## src/rtl/div_pkg.sv

```systemverilog
// Shared types and sizing helpers for the parametrised restoring divider.
package div_pkg;

  typedef enum logic [1:0] {
    IDLE = 2'd0,
    PREP = 2'd1,
    LOOP = 2'd2,
    SIGN = 2'd3
  } div_state_e;

  // Iteration counter must hold values up to WIDTH.
  function automatic int cnt_bits(input int width);
    return $clog2(width + 1);
  endfunction

  // Bits needed to index any bit of a WIDTH-wide operand.
  function automatic int pos_bits(input int width);
    return (width > 1) ? $clog2(width) : 1;
  endfunction

endpackage

```

## src/rtl/div_restoring_param_lop.sv

```systemverilog
// Leading-one priority encoder: index of the highest set bit plus an all-zero flag.
module lead_one_pos
  import div_pkg::*;
#(
  parameter int WIDTH = 32,
  parameter int PW    = pos_bits(WIDTH)
) (
  input  logic [WIDTH-1:0] value,
  output logic [PW-1:0]    pos,
  output logic             zero
);

  // Ascending scan so the highest set bit is the last one written.
  always_comb begin
    pos  = {PW{1'b0}};
    zero = ~|value;
    for (int i = 0; i < WIDTH; i++) begin
      pos = value[i] ? PW'(i) : pos;
    end
  end

endmodule

```

## src/rtl/div_restoring_param.sv

```systemverilog
// Multi-cycle restoring divider for DIV/DIVU/REM/REMU with optional leading-zero skip.
module div_restoring_param
  import div_pkg::*;
#(
  parameter int WIDTH       = 32,
  parameter bit EARLY_START = 1'b1
) (
  input  logic             clk,
  input  logic             rst,
  input  logic             start_in,
  input  logic             signed_in,
  input  logic [WIDTH-1:0] a_in,
  input  logic [WIDTH-1:0] b_in,
  output logic [WIDTH-1:0] q_out,
  output logic [WIDTH-1:0] r_out,
  output logic             busy,
  output logic             done,
  output logic             dbz_out
);

  localparam int CW = cnt_bits(WIDTH);
  localparam int PW = pos_bits(WIDTH);

  function automatic logic [WIDTH-1:0] cond_neg(input logic [WIDTH-1:0] x, input logic neg);
    return neg ? (~x + WIDTH'(1)) : x;
  endfunction

  div_state_e       state_r;
  logic [WIDTH-1:0] a_r;
  logic [WIDTH-1:0] b_r;
  logic             sgn_r;
  logic [WIDTH-1:0] rem_r;
  logic [WIDTH-1:0] quo_r;
  logic [WIDTH-1:0] bmag_r;
  logic [CW-1:0]    cnt_r;

  logic [WIDTH-1:0]   amag_s;
  logic [WIDTH-1:0]   bmag_s;
  logic [PW-1:0]      pos_a_s;
  logic [PW-1:0]      pos_b_s;
  logic               zero_a_s;
  logic               zero_b_s;
  logic [CW-1:0]      k_s;
  logic [CW-1:0]      shamt_s;
  logic [2*WIDTH-1:0] pair_s;
  logic [WIDTH+1:0]   diff_s;
  logic               borrow_s;
  logic               diff_unused_s;
  logic               neg_q_s;
  logic               neg_r_s;
  logic               min_ovf_s;
  logic               a_lt_b_s;

  // Operand magnitudes and case classification, all from the latched operands.
  always_comb begin
    amag_s    = cond_neg(a_r, sgn_r & a_r[WIDTH-1]);
    bmag_s    = cond_neg(b_r, sgn_r & b_r[WIDTH-1]);
    neg_q_s   = sgn_r & (a_r[WIDTH-1] ^ b_r[WIDTH-1]);
    neg_r_s   = sgn_r & a_r[WIDTH-1];
    min_ovf_s = sgn_r && (a_r == {1'b1, {(WIDTH-1){1'b0}}}) && (b_r == {WIDTH{1'b1}});
    a_lt_b_s  = zero_a_s || (amag_s < bmag_s);
  end

  lead_one_pos #(.WIDTH(WIDTH), .PW(PW)) u_lop_a (
    .value (amag_s),
    .pos   (pos_a_s),
    .zero  (zero_a_s)
  );

  lead_one_pos #(.WIDTH(WIDTH), .PW(PW)) u_lop_b (
    .value (bmag_s),
    .pos   (pos_b_s),
    .zero  (zero_b_s)
  );

  // Iteration count and the pre-shifted {r,q} pair; high dividend bits land in r already reduced.
  always_comb begin
    if (EARLY_START) begin
      k_s = CW'(pos_a_s) - CW'(pos_b_s) + CW'(1);
    end else begin
      k_s = CW'(WIDTH);
    end
    shamt_s = CW'(WIDTH) - k_s;
    pair_s  = {{WIDTH{1'b0}}, amag_s} << shamt_s;
  end

  // Trial subtraction, widened by one extra bit so the top bit is the borrow.
  always_comb begin
    diff_s        = {1'b0, rem_r, quo_r[WIDTH-1]} - {2'b00, bmag_r};
    borrow_s      = diff_s[WIDTH+1];
    diff_unused_s = diff_s[WIDTH];
  end

  // Control FSM, datapath registers and registered outputs.
  always_ff @(posedge clk or posedge rst) begin
    if (rst) begin
      state_r <= IDLE;
      a_r     <= {WIDTH{1'b0}};
      b_r     <= {WIDTH{1'b0}};
      sgn_r   <= 1'b0;
      rem_r   <= {WIDTH{1'b0}};
      quo_r   <= {WIDTH{1'b0}};
      bmag_r  <= {WIDTH{1'b0}};
      cnt_r   <= {CW{1'b0}};
      q_out   <= {WIDTH{1'b0}};
      r_out   <= {WIDTH{1'b0}};
      busy    <= 1'b0;
      done    <= 1'b0;
      dbz_out <= 1'b0;
    end else begin
      done <= 1'b0;
      case (state_r)
        IDLE: begin
          if (start_in) begin
            a_r     <= a_in;
            b_r     <= b_in;
            sgn_r   <= signed_in;
            busy    <= 1'b1;
            state_r <= PREP;
          end
        end
        PREP: begin
          if (zero_b_s) begin
            q_out   <= {WIDTH{1'b1}};
            r_out   <= a_r;
            dbz_out <= 1'b1;
            done    <= 1'b1;
            busy    <= 1'b0;
            state_r <= IDLE;
          end else if (min_ovf_s) begin
            q_out   <= a_r;
            r_out   <= {WIDTH{1'b0}};
            dbz_out <= 1'b0;
            done    <= 1'b1;
            busy    <= 1'b0;
            state_r <= IDLE;
          end else if (a_lt_b_s) begin
            q_out   <= {WIDTH{1'b0}};
            r_out   <= a_r;
            dbz_out <= 1'b0;
            done    <= 1'b1;
            busy    <= 1'b0;
            state_r <= IDLE;
          end else begin
            rem_r   <= pair_s[2*WIDTH-1:WIDTH];
            quo_r   <= pair_s[WIDTH-1:0];
            bmag_r  <= bmag_s;
            cnt_r   <= k_s - CW'(1);
            state_r <= LOOP;
          end
        end
        LOOP: begin
          if (borrow_s) begin
            rem_r <= {rem_r[WIDTH-2:0], quo_r[WIDTH-1]};
            quo_r <= {quo_r[WIDTH-2:0], 1'b0};
          end else begin
            rem_r <= diff_s[WIDTH-1:0];
            quo_r <= {quo_r[WIDTH-2:0], 1'b1};
          end
          if (cnt_r == {CW{1'b0}}) begin
            state_r <= SIGN;
          end else begin
            cnt_r <= cnt_r - CW'(1);
          end
        end
        SIGN: begin
          q_out   <= cond_neg(quo_r, neg_q_s);
          r_out   <= cond_neg(rem_r, neg_r_s);
          dbz_out <= 1'b0;
          done    <= 1'b1;
          busy    <= 1'b0;
          state_r <= IDLE;
        end
        default: begin
          busy    <= 1'b0;
          state_r <= IDLE;
        end
      endcase
    end
  end

endmodule

```

## config.mk

```make
export PLATFORM = sky130hd
export DESIGN_NAME = div_restoring_param
export DESIGN_NICKNAME = d
export VERILOG_FILES = /design/src/rtl/div_pkg.sv /design/src/rtl/div_restoring_param_lop.sv /design/src/rtl/div_restoring_param.sv
export SDC_FILE = /design/constraint.sdc
export NUM_CORES = 1
export LEC_CHECK = 0
export CORE_MARGIN = 5
export CORE_UTILIZATION = 60
export DETAILED_ROUTE_END_ITERATION = 6
export GPL_TIMING_DRIVEN = 0
export MAX_ROUTING_LAYER = met4
export PLACE_DENSITY = 0.88
export SETUP_SLACK_MARGIN = 0.4
export SLEW_MARGIN = 20
export SYNTH_ARGS = -nofsm -noshare
export SYNTH_HDL_FRONTEND = slang
export SYNTH_SLANG_ARGS = --single-unit
```

## constraint.sdc

```tcl
create_clock -name clk -period 11.87 [get_ports clk]
set_input_delay 2.9675 -clock clk [delete_from_list [all_inputs] [get_ports clk]]
set_output_delay 2.9675 -clock clk [all_outputs]
set_load 0.1 [all_outputs]
```

==> results by group <==
Yosys
  – Seq/Total Area, Yosys: slightly below 30%
  – Post-Syn Area per Cell: 8.20 um2
  – Mapped Area: 20500 um2
  – Async SR Flop Fraction: 100%
  – Post-Synthesis Cells: 2501
  – Yosys warns: 0
  – Simple-Gate Fraction of Synth Area: 18.4%
  – Top cells by area, synth: dfrtp_1 (29%), mux2_2 (5.3%), ha_1 (5.0%)
  – Synth area leader: dfrtp_1
  – Top-area cell type share of the netlist area: between 20% and 30%
  – Complex-gate fraction of the synthesized area: 27.7%
  – Xor/xnor share of the synthesized area: 6.18%
  – Synth Register Bits: about 240
  – Library cells used by synthesis: between 100 and 150
  – Syn nets: 2653
  – Largest family of logic cells by synthesized area: compound AO/OA/AOI/OAI gates
  – Area share of fa/ha/maj cells after synthesis: 5.25%
  – Post-synth EDFFs: 0
  – Post-synthesis mux area share: 8.05%
  – Top FF cell, synth: dfrtp_1

Global route
  – Vias in the first global route: 21.6k
  – GRT overflow: 0
  – Largest net degree at the start of global routing: about 110
  – GRT Total Usage: 45.9%
  – Antenna violations before repair: 2
  – First-pass GRT wire length: 133000 um

Cells and area
  – Final core occ: a little over two thirds
  – Nets@finish: between 2k and 3k
  – Fin area: roughly 23000 um2
  – Share of cells above drive strength 1: 9.65%
  – Synthesis-to-layout area growth: 14.2%

Setup path
  – Critical R2R Launch: sgn_r
  – Crit-path max cell delay: ~0.65 ns
  – FF-to-FF setup slack: 2.12 ns
  – Critical Path AT: just over 10 ns
  – Crit Path Max Fanout: 10
  – Cell depth of the worst flop-to-flop path: 27
  – Crit Path Class: flop to flop
  – Slowest-stage cell, CP: clkbuf_1
  – Most common cell on crit path: clkbuf_1
  – Critical Path Sink Type: flop
  – Critical Path RT: 12.30 ns
  – CP startpoint kind: flop
  – R2R Path End: rem_r[18]

Hold path
  – Worst hold path type: flop to flop
  – Hold path startpoint: q_out[15]
  – Hold worst-path end: q_out[15]
  – Hold depth: 1

Clocking
  – Post_cts resized: 0
  – # hold bufs at CTS: 0
  – CTS root buf: clkbuf_16
  – Inserted Clock Buffers: 26
  – Post-CTS setup buffer count: 0
  – Clock network latency to the later pin of the worst-skew pair: 0.57 ns
  – Clk buf depth: 3
  – Clock H-tree levels: 1
  – TritonCTS clock tree: done
  – Clock-pin slew on the worst setup and hold paths: approximately 0.060 ns
  – Sink Count: ~240

STA
  – Fin worst setup slack: 2.12 ns
  – RSZ-0062 raised after global routing: false
  – Max-slew violation count: 0
  – Endpoints failing hold: 0
  – Fin crit share: 82.1%
  – Clk_skew: 0.0252 ns
  – Slew margin rel.: 27.6%
  – Worst slew pin tran: 1.08 ns
  – Final setup viols: 0
  – Highest clock rate: 103 MHz
  – Fin crit period: 9.75 ns

Floorplan
  – Core area: about 34000 um2
  – Initial core utilization: between 60% and 70%
  – Die area: 38000 um2
  – Std cell rows: 67
  – Die W: between 150 and 200 um
  – I/O pin cnt: 135
  – Die Ht: 195 um

Place
  – RePlAce Congestion: between 1 and 1.5
  – Port bufs: 134
  – Dpl ws: 2.76 ns
  – DP Wirelength: 67600 um
  – Placed inst area: 22500 um2

Routing
  – Drt via density: 7.28
  – Drc violations: 0
  – WL/cell: approximately 28 um
  – Post-route ant nets: 0
  – Via count of the routed design: 22.8k
  – WL final: 88500 um
  – Initial drt markers: between 3k and 4k
  – Pre-antenna DRT Iters: 7

Status
  – Status: finished clean

Flow run
  – Max Cap Violations: 0
cell usage after synthesis, drive strengths merged (13+ instances only):
library cell,instances
a211o,13
a211oi,52
a21o,59
a21oi,161
a221oi,14
a22o,13
a22oi,14
a31oi,44
buf,42
clkbuf,137
dfrtp,236
ha,82
inv,106
mux2,98
mux2i,48
nand2,268
nand2b,19
nand3,56
nand4,31
nor2,171
nor3,68
nor3b,13
nor4,41
o211ai,35
o21a,16
o21ai,229
o31ai,37
o41ai,15
or3,23
or4,18
xnor2,82
xor2,61
per-stage QoR:
step / setup TNS [ns] / hold WS (ns) / cells
floorplan: 0 / 0.458 / 2501
global placement: -20.41 / 0.458 / 3083
detailed placement: 0 / 0.466 / 3085
CTS: 0 / 0.480 / 3132
global route: 0 / 0.486 / 3134
finish: 0 / 0.478 / 3134
cells in the final DEF (no fill, tap or decap), types with 31 or more instances in the layout:
cell             count
nor3_1              64
clkdlybuf4s50_1    134
o31ai_1             34
ha_1                82
a21oi_1            161
clkbuf_1           140
a21o_1              59
inv_1              103
nor4_1              34
o211ai_1            35
o21ai_0            202
nand4_1             31
mux2_2              97
nand3_1             55
a31oi_1             44
dfrtp_1            236
mux2i_1             48
xor2_1              61
xnor2_1             80
nand2_1            267
nor2_1             169
layer usage:
layer / vias up / part of all wire [%] / track usage [%] / wire length, um
met1: 10743 / 37 / 58.7 / 32600
met3: 443 / 14 / 13.3 / 12600
met2: 2033 / 42 / 67.1 / 37400
met5: - / 0 / - / 0
li1: 9586 / - / - / -
met4: 0 / 6.7 / 21.8 / 5880
worst max-delay path by stage:
stage / startpoint / end / slack (ns) / cells after the start
after detailed placement: sgn_r / rem_r[18] / 2.76 / 27
after CTS: sgn_r / rem_r[18] / 2.67 / 27
final: sgn_r / rem_r[18] / 2.12 / 27
after floorplan: rst / async pin / 2.43 / 1
after global routing: sgn_r / rem_r[18] / 2.03 / 27
after global placement: rst / rem_r[24] / -0.11 / 2
logic make-up after synthesis:
group	after synthesis
AOI/OAI and AO/OA	833
and+or+nand+nor	769
buffers and inverters	286
DFF	236
muxes	149
xor gates and xnor gates	143
adders and majority gates	85
sequential cells by signal, summed over array words and instances (netlist names), 6 cells and up, named ones only:
name,flops
bmag_r,32
b_r,32
quo_r,32
q_out,32
rem_r,32
a_r,32
cnt_r,6
r_out,32
area by class of cell:
class	count	area, um2
Antenna cell	2	5.00
Buffer	179	756
Clock buffer	36	769
Clock inverter	11	166
Fill cell	2611	10200
Inverter	107	409
Multi-Input combinational cell	1979	13400
Sequential cell	236	5910
Tap cell	448	561
Timing Repair Buffer	136	1400
critical path: cells and delay by family, from the launching register on:
kind                       cells  cell delay [ns]
and+or+nand+nor                3             0.59
xor gates and xnor gates       1             0.36
buffers and inverters         11             5.05
DFF                            1             0.40
adders and majority gates      2             0.61
AOI/OAI and AO/OA             10             2.57
Power is not shown: default switching activity piles up to over one toggle a cycle in this logic, so the estimate is an artifact.
